[src/rtl/multicycle_control_if.sv]
// Purpose: bundles the multi-cycle controller's sequencing inputs and datapath
//          enables into one interface.
// Ports:
//   start_i, Op_i, mem_ready_i        : run level, opcode, memory handshake (into the controller)
//   ALUOp_o .. IRWrite_o               : datapath enables (out of the controller)
//   busy_o, illegal_o, timeout_o       : status and sticky error flags
//   retired_o                          : retired-instruction counter
// Modports: master = the controller, slave = the surrounding CPU / environment.
interface multicycle_control_if #(
  parameter int unsigned ALUOP_W = 2,
  parameter int unsigned CNT_W   = 16
);
  logic               start_i;
  logic [6:0]         Op_i;
  logic               mem_ready_i;
  logic [ALUOP_W-1:0] ALUOp_o;
  logic               ALUSrc_o;
  logic               RegWrite_o;
  logic               MemRead_o;
  logic               MemWrite_o;
  logic               MemtoReg_o;
  logic               Branch_o;
  logic               PCWrite_o;
  logic               IRWrite_o;
  logic               busy_o;
  logic               illegal_o;
  logic               timeout_o;
  logic [CNT_W-1:0]   retired_o;

  modport master (
    input  start_i, Op_i, mem_ready_i,
    output ALUOp_o, ALUSrc_o, RegWrite_o, MemRead_o, MemWrite_o, MemtoReg_o,
           Branch_o, PCWrite_o, IRWrite_o, busy_o, illegal_o, timeout_o, retired_o
  );

  modport slave (
    output start_i, Op_i, mem_ready_i,
    input  ALUOp_o, ALUSrc_o, RegWrite_o, MemRead_o, MemWrite_o, MemtoReg_o,
           Branch_o, PCWrite_o, IRWrite_o, busy_o, illegal_o, timeout_o, retired_o
  );
endinterface

[src/rtl/multicycle_control.sv]
// Purpose: multi-cycle CPU controller. Walks each instruction through
//          FETCH/DECODE/EXEC/MEM/WB, drives the datapath enables per state,
//          waits on a variable-latency memory and traps illegal opcodes and
//          memory timeouts into a sticky ERROR state.
// Ports:
//   clk_i : clock, rising edge
//   rst_i : asynchronous active-low reset
//   bus   : multicycle_control_if.master (run control, opcode, memory ready,
//           datapath enables, status flags, retired counter)
module multicycle_control #(
  parameter int unsigned ALUOP_W = 2,
  parameter int unsigned TIMEOUT = 15,
  parameter int unsigned TO_W    = 4,
  parameter int unsigned CNT_W   = 16
) (
  input  logic                 clk_i,
  input  logic                 rst_i,
  multicycle_control_if.master bus
);

  localparam logic [6:0]   OP_R      = 7'b0110011;
  localparam logic [6:0]   OP_I      = 7'b0010011;
  localparam logic [6:0]   OP_LOAD   = 7'b0000011;
  localparam logic [6:0]   OP_STORE  = 7'b0100011;
  localparam logic [6:0]   OP_BRANCH = 7'b1100011;
  localparam logic [TO_W:0] TO_LIM   = (TO_W+1)'(TIMEOUT);

  typedef enum logic [2:0] {
    S_IDLE   = 3'd0,
    S_FETCH  = 3'd1,
    S_DECODE = 3'd2,
    S_EXEC   = 3'd3,
    S_MEM    = 3'd4,
    S_WB     = 3'd5,
    S_ERROR  = 3'd6
  } state_t;

  typedef enum logic [2:0] {
    C_R       = 3'd0,
    C_I       = 3'd1,
    C_LOAD    = 3'd2,
    C_STORE   = 3'd3,
    C_BRANCH  = 3'd4,
    C_ILLEGAL = 3'd5
  } op_class_t;

  state_t            state_q, state_d;
  op_class_t         cls_q, cls_d, cls_dec;
  logic [TO_W-1:0]   wait_q, wait_d;
  logic [TO_W:0]     wait_inc;
  logic              wait_expired;
  logic              illegal_q, illegal_d;
  logic              timeout_q, timeout_d;
  logic [CNT_W-1:0]  retired_q, retired_d;
  logic              retire;

  logic [1:0] alu_op;
  logic       alu_src, reg_write, mem_read, mem_write, mem_to_reg;
  logic       branch, pc_write, ir_write;

  // Opcode to class; anything unlisted is illegal.
  function automatic op_class_t classify(input logic [6:0] op);
    case (op)
      OP_R:      return C_R;
      OP_I:      return C_I;
      OP_LOAD:   return C_LOAD;
      OP_STORE:  return C_STORE;
      OP_BRANCH: return C_BRANCH;
      default:   return C_ILLEGAL;
    endcase
  endfunction

  // ALU operation class for the latched instruction class.
  function automatic logic [1:0] alu_op_of(input op_class_t c);
    case (c)
      C_I:             return 2'b10;
      C_LOAD, C_STORE: return 2'b01;
      C_BRANCH:        return 2'b11;
      default:         return 2'b00;
    endcase
  endfunction

  // Immediate operand for I-type and address generation.
  function automatic logic alu_src_of(input op_class_t c);
    return (c == C_I) || (c == C_LOAD) || (c == C_STORE);
  endfunction

  // State and bookkeeping registers.
  always_ff @(posedge clk_i or negedge rst_i) begin
    if (!rst_i) begin
      state_q   <= S_IDLE;
      cls_q     <= C_R;
      wait_q    <= '0;
      illegal_q <= 1'b0;
      timeout_q <= 1'b0;
      retired_q <= '0;
    end else begin
      state_q   <= state_d;
      cls_q     <= cls_d;
      wait_q    <= wait_d;
      illegal_q <= illegal_d;
      timeout_q <= timeout_d;
      retired_q <= retired_d;
    end
  end

  // Next-state, bookkeeping and enable decode.
  always_comb begin
    state_d    = state_q;
    cls_d      = cls_q;
    wait_d     = '0;  // any cycle that is not a failed wait clears the counter
    illegal_d  = illegal_q;
    timeout_d  = timeout_q;
    retired_d  = retired_q;
    retire     = 1'b0;
    alu_op     = 2'b00;
    alu_src    = 1'b0;
    reg_write  = 1'b0;
    mem_read   = 1'b0;
    mem_write  = 1'b0;
    mem_to_reg = 1'b0;
    branch     = 1'b0;
    pc_write   = 1'b0;
    ir_write   = 1'b0;
    cls_dec    = classify(bus.Op_i);
    wait_inc   = {1'b0, wait_q} + (TO_W+1)'(1);
    // This failed wait would be the TIMEOUT-th in a row.
    wait_expired = (wait_inc == TO_LIM);

    case (state_q)
      S_IDLE: begin
        if (bus.start_i) state_d = S_FETCH;
      end

      S_FETCH: begin
        mem_read = 1'b1;
        if (bus.mem_ready_i) begin
          ir_write = 1'b1;
          state_d  = S_DECODE;
        end else if (wait_expired) begin
          state_d   = S_ERROR;
          timeout_d = 1'b1;
        end else begin
          wait_d = TO_W'(wait_inc);
        end
      end

      S_DECODE: begin
        if (cls_dec == C_ILLEGAL) begin
          state_d   = S_ERROR;
          illegal_d = 1'b1;
        end else begin
          cls_d   = cls_dec;
          state_d = S_EXEC;
        end
      end

      S_EXEC: begin
        alu_op  = alu_op_of(cls_q);
        alu_src = alu_src_of(cls_q);
        case (cls_q)
          C_BRANCH: begin
            branch   = 1'b1;
            pc_write = 1'b1;
            retire   = 1'b1;
          end
          C_LOAD, C_STORE: state_d = S_MEM;
          default:         state_d = S_WB;
        endcase
      end

      S_MEM: begin
        alu_op    = alu_op_of(cls_q);
        alu_src   = alu_src_of(cls_q);
        mem_read  = (cls_q == C_LOAD);
        mem_write = (cls_q == C_STORE);
        if (bus.mem_ready_i) begin
          if (cls_q == C_STORE) begin
            pc_write = 1'b1;
            retire   = 1'b1;
          end else begin
            state_d = S_WB;
          end
        end else if (wait_expired) begin
          state_d   = S_ERROR;
          timeout_d = 1'b1;
        end else begin
          wait_d = TO_W'(wait_inc);
        end
      end

      S_WB: begin
        reg_write  = 1'b1;
        pc_write   = 1'b1;
        mem_to_reg = (cls_q == C_LOAD);
        retire     = 1'b1;
      end

      S_ERROR: begin
        state_d = S_ERROR;
      end

      default: begin
        state_d = S_IDLE;
      end
    endcase

    // Instruction boundary: count it, then continue or park depending on start_i.
    if (retire) begin
      retired_d = retired_q + CNT_W'(1);
      state_d   = bus.start_i ? S_FETCH : S_IDLE;
    end
  end

  assign bus.ALUOp_o    = ALUOP_W'(alu_op);
  assign bus.ALUSrc_o   = alu_src;
  assign bus.RegWrite_o = reg_write;
  assign bus.MemRead_o  = mem_read;
  assign bus.MemWrite_o = mem_write;
  assign bus.MemtoReg_o = mem_to_reg;
  assign bus.Branch_o   = branch;
  assign bus.PCWrite_o  = pc_write;
  assign bus.IRWrite_o  = ir_write;
  assign bus.busy_o     = (state_q != S_IDLE) && (state_q != S_ERROR);
  assign bus.illegal_o  = illegal_q;
  assign bus.timeout_o  = timeout_q;
  assign bus.retired_o  = retired_q;

endmodule

[src/flat_wrapper.sv]
// flat-port wrapper written by rule: the top's interface ports become plain ports
module multicycle_control_flat 
#(
  parameter int unsigned ALUOP_W = 2,
  parameter int unsigned TIMEOUT = 15,
  parameter int unsigned TO_W    = 4,
  parameter int unsigned CNT_W   = 16
)
  (clk_i, rst_i, bus_start_i, bus_Op_i, bus_mem_ready_i, bus_ALUOp_o, bus_ALUSrc_o, bus_RegWrite_o, bus_MemRead_o, bus_MemWrite_o, bus_MemtoReg_o, bus_Branch_o, bus_PCWrite_o, bus_IRWrite_o, bus_busy_o, bus_illegal_o, bus_timeout_o, bus_retired_o);
  multicycle_control_if #(.ALUOP_W(ALUOP_W), .CNT_W(CNT_W)) bus_i ();
  input  logic clk_i;
  input  logic rst_i;
  input wire logic [$bits(bus_i.start_i)-1:0] bus_start_i;
  input wire logic [$bits(bus_i.Op_i)-1:0] bus_Op_i;
  input wire logic [$bits(bus_i.mem_ready_i)-1:0] bus_mem_ready_i;
  output wire logic [$bits(bus_i.ALUOp_o)-1:0] bus_ALUOp_o;
  output wire logic [$bits(bus_i.ALUSrc_o)-1:0] bus_ALUSrc_o;
  output wire logic [$bits(bus_i.RegWrite_o)-1:0] bus_RegWrite_o;
  output wire logic [$bits(bus_i.MemRead_o)-1:0] bus_MemRead_o;
  output wire logic [$bits(bus_i.MemWrite_o)-1:0] bus_MemWrite_o;
  output wire logic [$bits(bus_i.MemtoReg_o)-1:0] bus_MemtoReg_o;
  output wire logic [$bits(bus_i.Branch_o)-1:0] bus_Branch_o;
  output wire logic [$bits(bus_i.PCWrite_o)-1:0] bus_PCWrite_o;
  output wire logic [$bits(bus_i.IRWrite_o)-1:0] bus_IRWrite_o;
  output wire logic [$bits(bus_i.busy_o)-1:0] bus_busy_o;
  output wire logic [$bits(bus_i.illegal_o)-1:0] bus_illegal_o;
  output wire logic [$bits(bus_i.timeout_o)-1:0] bus_timeout_o;
  output wire logic [$bits(bus_i.retired_o)-1:0] bus_retired_o;
  assign bus_i.start_i = bus_start_i;
  assign bus_i.Op_i = bus_Op_i;
  assign bus_i.mem_ready_i = bus_mem_ready_i;
  assign bus_ALUOp_o = bus_i.ALUOp_o;
  assign bus_ALUSrc_o = bus_i.ALUSrc_o;
  assign bus_RegWrite_o = bus_i.RegWrite_o;
  assign bus_MemRead_o = bus_i.MemRead_o;
  assign bus_MemWrite_o = bus_i.MemWrite_o;
  assign bus_MemtoReg_o = bus_i.MemtoReg_o;
  assign bus_Branch_o = bus_i.Branch_o;
  assign bus_PCWrite_o = bus_i.PCWrite_o;
  assign bus_IRWrite_o = bus_i.IRWrite_o;
  assign bus_busy_o = bus_i.busy_o;
  assign bus_illegal_o = bus_i.illegal_o;
  assign bus_timeout_o = bus_i.timeout_o;
  assign bus_retired_o = bus_i.retired_o;
  multicycle_control #(.ALUOP_W(ALUOP_W), .TIMEOUT(TIMEOUT), .TO_W(TO_W), .CNT_W(CNT_W)) u_core (.clk_i(clk_i), .rst_i(rst_i), .bus(bus_i));
endmodule
[config.mk]
export PLATFORM = sky130hd
export DESIGN_NAME = multicycle_control_flat
export DESIGN_NICKNAME = d
export VERILOG_FILES = /design/src/rtl/multicycle_control_if.sv /design/src/rtl/multicycle_control.sv /design/src/flat_wrapper.sv
export SDC_FILE = /design/constraint.sdc
export NUM_CORES = 1
export LEC_CHECK = 0
export CAP_MARGIN = 20
export CORE_MARGIN = 5
export CORE_UTILIZATION = 50
export DETAILED_ROUTE_END_ITERATION = 8
export HOLD_SLACK_MARGIN = 0.03
export PLACE_DENSITY = 0.9
export SLEW_MARGIN = 25
export SYNTH_ARGS = -nofsm -noshare
export SYNTH_HDL_FRONTEND = slang
export SYNTH_SLANG_ARGS = --single-unit
[constraint.sdc]
create_clock -name clk_i -period 4.94 [get_ports clk_i]
set_input_delay 1.482 -clock clk_i [delete_from_list [all_inputs] [get_ports clk_i]]
set_output_delay 1.482 -clock clk_i [all_outputs]
set_load 0.1 [all_outputs]
==> summary.txt, run 1 <==
Final layout
  – Ratio of cells with drive above 1 in the final layout: 0.1034
  – Commonest non-fill, non-tap cells in the layout: 34 x clkdlybuf4s50_1, 28 x dfrtp_1, 18 x xnor2_1, 13 x nor2_1, 10 x a21oi_1
  – Final nets: 218
  – Synth-to-Final Area Change: 26.89%
  – Antenna fix cells: 0
  – Fin util: 0.6695
  – Most common cell after layout, fill and taps aside: clkdlybuf4s50_1

STA
  – Clock Skew: 0.009639 ns
  – Fmax: 244.2 MHz
  – Hold Fails Final Rpt: 0
  – Crit share post-route: 0.8290
  – Setup-failing EPs final: 0
  – Setup_tns: 0 ns
  – RSZ-0062 raised after global routing: no
  – Measured slew at the worst slew-check pin: 0.9797 ns
  – Slew margin rel.: 0.3448
  – Minimum period implied by the final worst setup slack: 4.095 ns
  – Max Transition Viols Final: 0

Global routing
  – Initial antenna violation count: 0
  – First-pass GRT wire length: 5768 um
  – Largest net degree at the start of global routing: 29
  – Vias in the first global route: 1302
  – GRT Overall Usage: 0.1660
  – Gr ovfl total: 0

Synth
  – Primary FF master, synth: dfrtp_1
  – Distinct cells, synth: 45
  – Gate Count Post-Synth: 166
  – Yosys reg bits: 28
  – Syn Std Cell Area: 1624 um^2
  – Syn nets: 180
  – Synth Warn #: 0
  – Sequential area share after synthesis: 0.4314
  – Ys async rst share: 1.000
  – Mean area per synthesized cell: 9.783 um^2
  – Post-synth EDFFs: 0

Die
  – Die area: 4488 um^2
  – # IOs: 40
  – Die Ht: 66.99 um
  – Width of the chip: 66.99 um
  – Row count: 20
  – Core box area: 3078 um^2
  – Initial Utilization: 0.5276

Flow run
  – Max-cap viol count: 0

Clocking
  – Cts hold-fix bufs: 0
  – Clk_lat worst skew: 0.32 ns
  – CTS tree: yes
  – TritonCTS Buffers: 3
  – Clock sink count: 28
  – Setup Fix Bufs, Post-CTS: 0
  – Clk buf depth: 2
  – CTS root buffer: clkbuf_4
  – Resize count post-CTS: 0
  – Reg clk slew, reported paths: 0.15 ns
  – Htree depth: 1

Critical path
  – CP startpoint kind: input pin
  – Worst endpoint required time: 3.46 ns
  – CP max FO: 7
  – Crit path kind: input pin to primary output
  – Worst setup EP type: primary output
  – CP arrival: 2.61 ns

Routing
  – Drt drc: 0
  – Routed wire length: 3252 um
  – WL/cell: 13.17 um
  – Drt pass-1 iters: 4
  – Iter 0 DRT Violations: 95
  – DR vias: 1295
  – Detail Route Antenna Nets: 0
  – Via density per instance: 5.243

Placement
  – Port-buffer cells: 39
  – Final Wtd Congestion: 0.7854
  – Dpl hpwl: 2487 um

Pwr
  – Worst vdd ir: 557.5 uV
  – Leakage: 0.8737 nW
  – Pwr Density: 548.1 nW/um^2

Outcome
  – Outcome: finished clean

Min path
  – Worst min-delay path class: flip-flop to flip-flop
-- metrics by stage --
step	power (mW)	hold WS [ns]	cell area (um^2)	instances	setup WS (ns)
2_1_floorplan	0.8961	0.4874	1624	166	0.4751
3_3_place_gp	1.019	0.4577	2024	243	0.8740
3_5_place_dp	1.028	0.4599	2024	243	0.8512
4_1_cts	1.140	0.4850	2061	247	0.8245
5_1_grt	1.194	0.5035	2061	247	0.6807
6_report	1.130	0.4774	2061	247	0.8450
-- worst max-delay path: stages --
cell and delay, ns:
clkdlybuf4s50_1 0.51, a221o_1 0.43, buf_12 0.19
-- registers in the layout, summed over array words and instances, names as in the netlist --
name / cells
u_core.bus.illegal_o: 1
u_core.bus.retired_o: 16
u_core.bus.timeout_o: 1
u_core.cls_q: 3
u_core.state_q: 3
u_core.wait_q: 4
-- final timing paths --
kind	from	endpoint	slack [ns]	cells after the start
max	bus_mem_ready_i	bus_PCWrite_o	0.84	3
min	u_core.bus.retired_o[15]	u_core.bus.retired_o[15]	0.48	1
max reg2reg	u_core.state_q[1]	u_core.bus.retired_o[1]	2.94	7
min reg2reg	u_core.bus.retired_o[15]	u_core.bus.retired_o[15]	0.48	1
max in group asynchronous	rst_i	u_core.bus.retired_o[6]	3.16	2
min in group asynchronous	rst_i	u_core.bus.retired_o[14]	1.51	2
-- logic make-up after synthesis --
group                    synth area share
AO/OA/AOI/OAI                     0.09323
XOR/XNOR                           0.1025
adder cells (fa/ha/maj)           0.02311
buffers and inverters             0.05546
flip-flops                         0.4314
multiplexers                     0.006933
AND/OR/NAND/NOR                    0.2874
-- layout make-up --
class	count	area, um^2
fillers	228	1017
flip-flops and latches	28	700.7
multi-input cells	122	833.3
inverters	8	30.03
well taps	44	55.05
repair buffers	41	405.4
clock buffers	4	36.28
-- synth_stat cells (3+ instances only) --
cell	number	share of area
buf_2	3	0.0092
xnor2_1	18	0.097
and3_1	7	0.027
nand2b_1	6	0.023
nor2b_1	5	0.019
nand2_1	9	0.021
nand3b_1	3	0.014
nor3_1	4	0.012
a21oi_1	10	0.031
nor2_1	13	0.030
nand3_2	4	0.025
inv_1	8	0.018
dfrtp_1	28	0.43
nand4_1	6	0.023
ha_1	3	0.023
nand3_1	5	0.015
-- power by group --
group          leakage, nW  switching [mW]  total, mW  internal [mW]
logic                0.483           0.487      0.671          0.184
clock network       0.0210          0.0634      0.108         0.0451
registers            0.369          0.0808      0.350          0.269
total                0.874           0.631       1.13          0.499
-- layer usage --
metal	wire length, um	GRT usage	vias up
li1	-	-	652
met5	0	0	-
met1	1455	0.2053	620
met4	16	0.03544	0
met2	1672	0.2921	21
met3	108	0.03879	2
(Power assumes the default switching activity.)
==> inputs of run 2 (changes only) <==
CORE_UTILIZATION = 49   (was 50)
PLACE_DENSITY = 0.88   (was 0.9)
clock period = 3.8 ns   (was 4.94 ns; I/O delays follow)
==> summary.txt, run 2 (same netlist as run 1, synthesis figures left out) <==
STA
  – Clock Skew: 0.006276 ns (-0.003363 ns)
  – Fmax: 293.4 MHz
  – Slew margin rel.: 0.7119 (+0.3670)
  – Final hold slack: 0.4892 ns (+0.01172 ns)
  – Measured slew at the worst slew-check pin: 0.4322 ns (-0.5475 ns)
  – Crit share post-route: 0.8969
  – RSZ-0062 raised after global routing: no
  – Hold Fails Final Rpt: 0 (unchanged)
  – Setup_tns: 0 ns (unchanged)
  – Minimum period implied by the final worst setup slack: 3.408 ns
  – Setup-failing EPs final: 0 (unchanged)
  – Max Transition Viols Final: 0 (unchanged)

Pwr
  – Register share of total power: 0.301 (-0.009)
  – Pwr Density: 750.1 nW/um^2 (+37%)
  – Switch Pwr: 0.8453 mW (+34%)
  – Worst vdd ir: 583.5 uV (+4.7%)
  – Leakage: 0.9293 nW (+6.4%)
  – Clock network fraction of total power: 0.127 (+0.031)
  – Sw Ratio: 0.5505 (-0.008129)
  – Logic gate share of total power: 0.572 (-0.022)
  – Internal: 0.6902 mW (+38%)
  – Total chip power: 1.536 mW (+36%)

Placement
  – Dpl hpwl: 2617 um (+5.3%)
  – Port-buffer cells: 39 (unchanged)
  – Final Wtd Congestion: 0.8057 (+2.6%)
  – Inst Count DP: 245 (+0.82%)

Critical path
  – Max incr delay on CP: 0.51 ns (about the same)
  – Crit path from: bus_mem_ready_i
  – Worst reg2reg path startpoint: u_core.state_q[2]
  – Crit path kind: input pin to primary output
  – Crit path buf inv count: 2 (unchanged)
  – CP max FO: 7 (unchanged)
  – Worst setup EP type: primary output
  – R2R setup slack: 1.77 ns (-1.17 ns)
  – Worst path slowest cell: clkdlybuf4s50_1
  – CP arrival: 2.27 ns (-0.34 ns)
  – Crit path cell chain: clkdlybuf4s50_1 > a221o_1 > buf_12
  – CP startpoint kind: input pin
  – Worst endpoint required time: 2.66 ns (-0.80 ns)
  – Family with the most delay on the worst path: buffers and inverters

Clocking
  – CTS tree: yes
  – Cts hold-fix bufs: 0 (unchanged)
  – Setup Fix Bufs, Post-CTS: 0 (unchanged)
  – Clock sink count: 28 (unchanged)
  – CTS root buffer: clkbuf_4
  – Htree depth: 1 (unchanged)
  – Reg clk slew, reported paths: 0.15 ns (about the same)
  – Clk buf depth: 2 (unchanged)
  – Resize count post-CTS: 0 (unchanged)
  – TritonCTS Buffers: 3 (unchanged)
  – Clk_lat worst skew: 0.32 ns (about the same)

Die
  – Initial Utilization: 0.4945 (-0.03317)
  – Die Ht: 67.57 um (+0.87%)
  – Width of the chip: 67.57 um (+0.87%)
  – Core box area: 3284 um^2 (+6.7%)
  – Row count: 21 (+5.0%)
  – Die area: 4566 um^2 (+1.7%)
  – # IOs: 40 (unchanged)

Routing
  – WL/cell: 13.92 um (+5.8%)
  – Via density per instance: 5.221 (-0.42%)
  – Iter 0 DRT Violations: 76 (-20%)
  – DR vias: 1300 (+0.39%)
  – Drt pass-1 iters: 4 (unchanged)
  – Routed wire length: 3467 um (+6.6%)
  – Drt drc: 0 (unchanged)
  – Detail Route Antenna Nets: 0 (unchanged)

Final layout
  – Synth-to-Final Area Change: 26.04%
  – Antenna fix cells: 0 (unchanged)
  – Max FFs per register: 16 (unchanged)
  – Commonest non-fill, non-tap cells in the layout: 29 x buf_4, 28 x dfrtp_1, 18 x xnor2_1, 13 x nor2_1
  – Final Instance Count excl. Fillers: 249 (+0.81%)
  – Ratio of cells with drive above 1 in the final layout: 0.2365 (+0.1330)
  – Final nets: 218 (unchanged)
  – Most common cell after layout, fill and taps aside: buf_4

Global routing
  – GRT Overall Usage: 0.1664 (+0.0003599)
  – Vias in the first global route: 1263 (-3.0%)
  – First-pass GRT wire length: 5823 um (+0.95%)
  – Gr ovfl total: 0 (unchanged)
  – Initial antenna violation count: 0 (unchanged)
  – Largest net degree at the start of global routing: 29 (unchanged)

Flow run
  – Max-cap viol count: 0 (unchanged)

Min path
  – Hold Startpoint: u_core.bus.retired_o[15]
  – Worst min-delay path class: flip-flop to flip-flop

Outcome
  – Outcome: finished clean
==> run 2: changes by cell type in the layout (fill, tap and decap cells not counted) <==
cell | before | now
buf_4 | 6 | 29
clkbuf_8 | 1 | 0
nor3_2 | 0 | 3
clkdlybuf4s50_1 | 34 | 10
buf_12 | 1 | 2
bufinv_16 | 0 | 1
nor3_1 | 4 | 1
==> run 2: power groups by stage <==
stage | Sequential [mW] | Clock (mW) | Combinational, mW
6_report | 0.462 | 0.195 | 0.879
5_1_grt | 0.477 | 0.212 | 0.932
4_1_cts | 0.461 | 0.202 | 0.885
3_5_place_dp | 0.469 | 0 | 0.881
3_3_place_gp | 0.464 | 0 | 0.869
2_1_floorplan | 0.551 | 0 | 0.624
==> run 2: through the flow <==
stage | instance area (um^2) | util | worst slack [ns]
2_1_floorplan | 1639 | - | 0.2414
3_3_place_gp | 1994 | 0.6072 | 0.4192
3_5_place_dp | 1994 | 0.6072 | 0.3955
4_1_cts | 2047 | 0.6232 | 0.3914
5_1_grt | 2047 | 0.6232 | 0.3659
6_report | 2047 | 0.6232 | 0.3917
==> run 2: final timing paths <==
path / endpoint / cells past startpoint
min in group asynchronous: u_core.cls_q[2] / 2
setup / recovery: bus_PCWrite_o / 3
max in group asynchronous: u_core.bus.retired_o[13] / 2
hold reg to reg: u_core.bus.retired_o[15] / 1
setup reg to reg: u_core.bus.retired_o[1] / 7
hold / removal: u_core.bus.retired_o[15] / 1
==> run 2: layout make-up <==
type                    count  area, um^2
flip-flops and latches     28       700.7
inverters                   8       30.03
well taps                  46       57.56
clock buffers               3       22.52
multi-input cells         122       848.3
fillers                   293        1237
clock inverters             1       30.03
repair buffers             41       357.8
==> run 2: metal layers <==
metal,wire length (um),track usage
met5,0,0
met4,33,0.03797
met3,109,0.01830
met2,1791,0.2940
met1,1532,0.2165
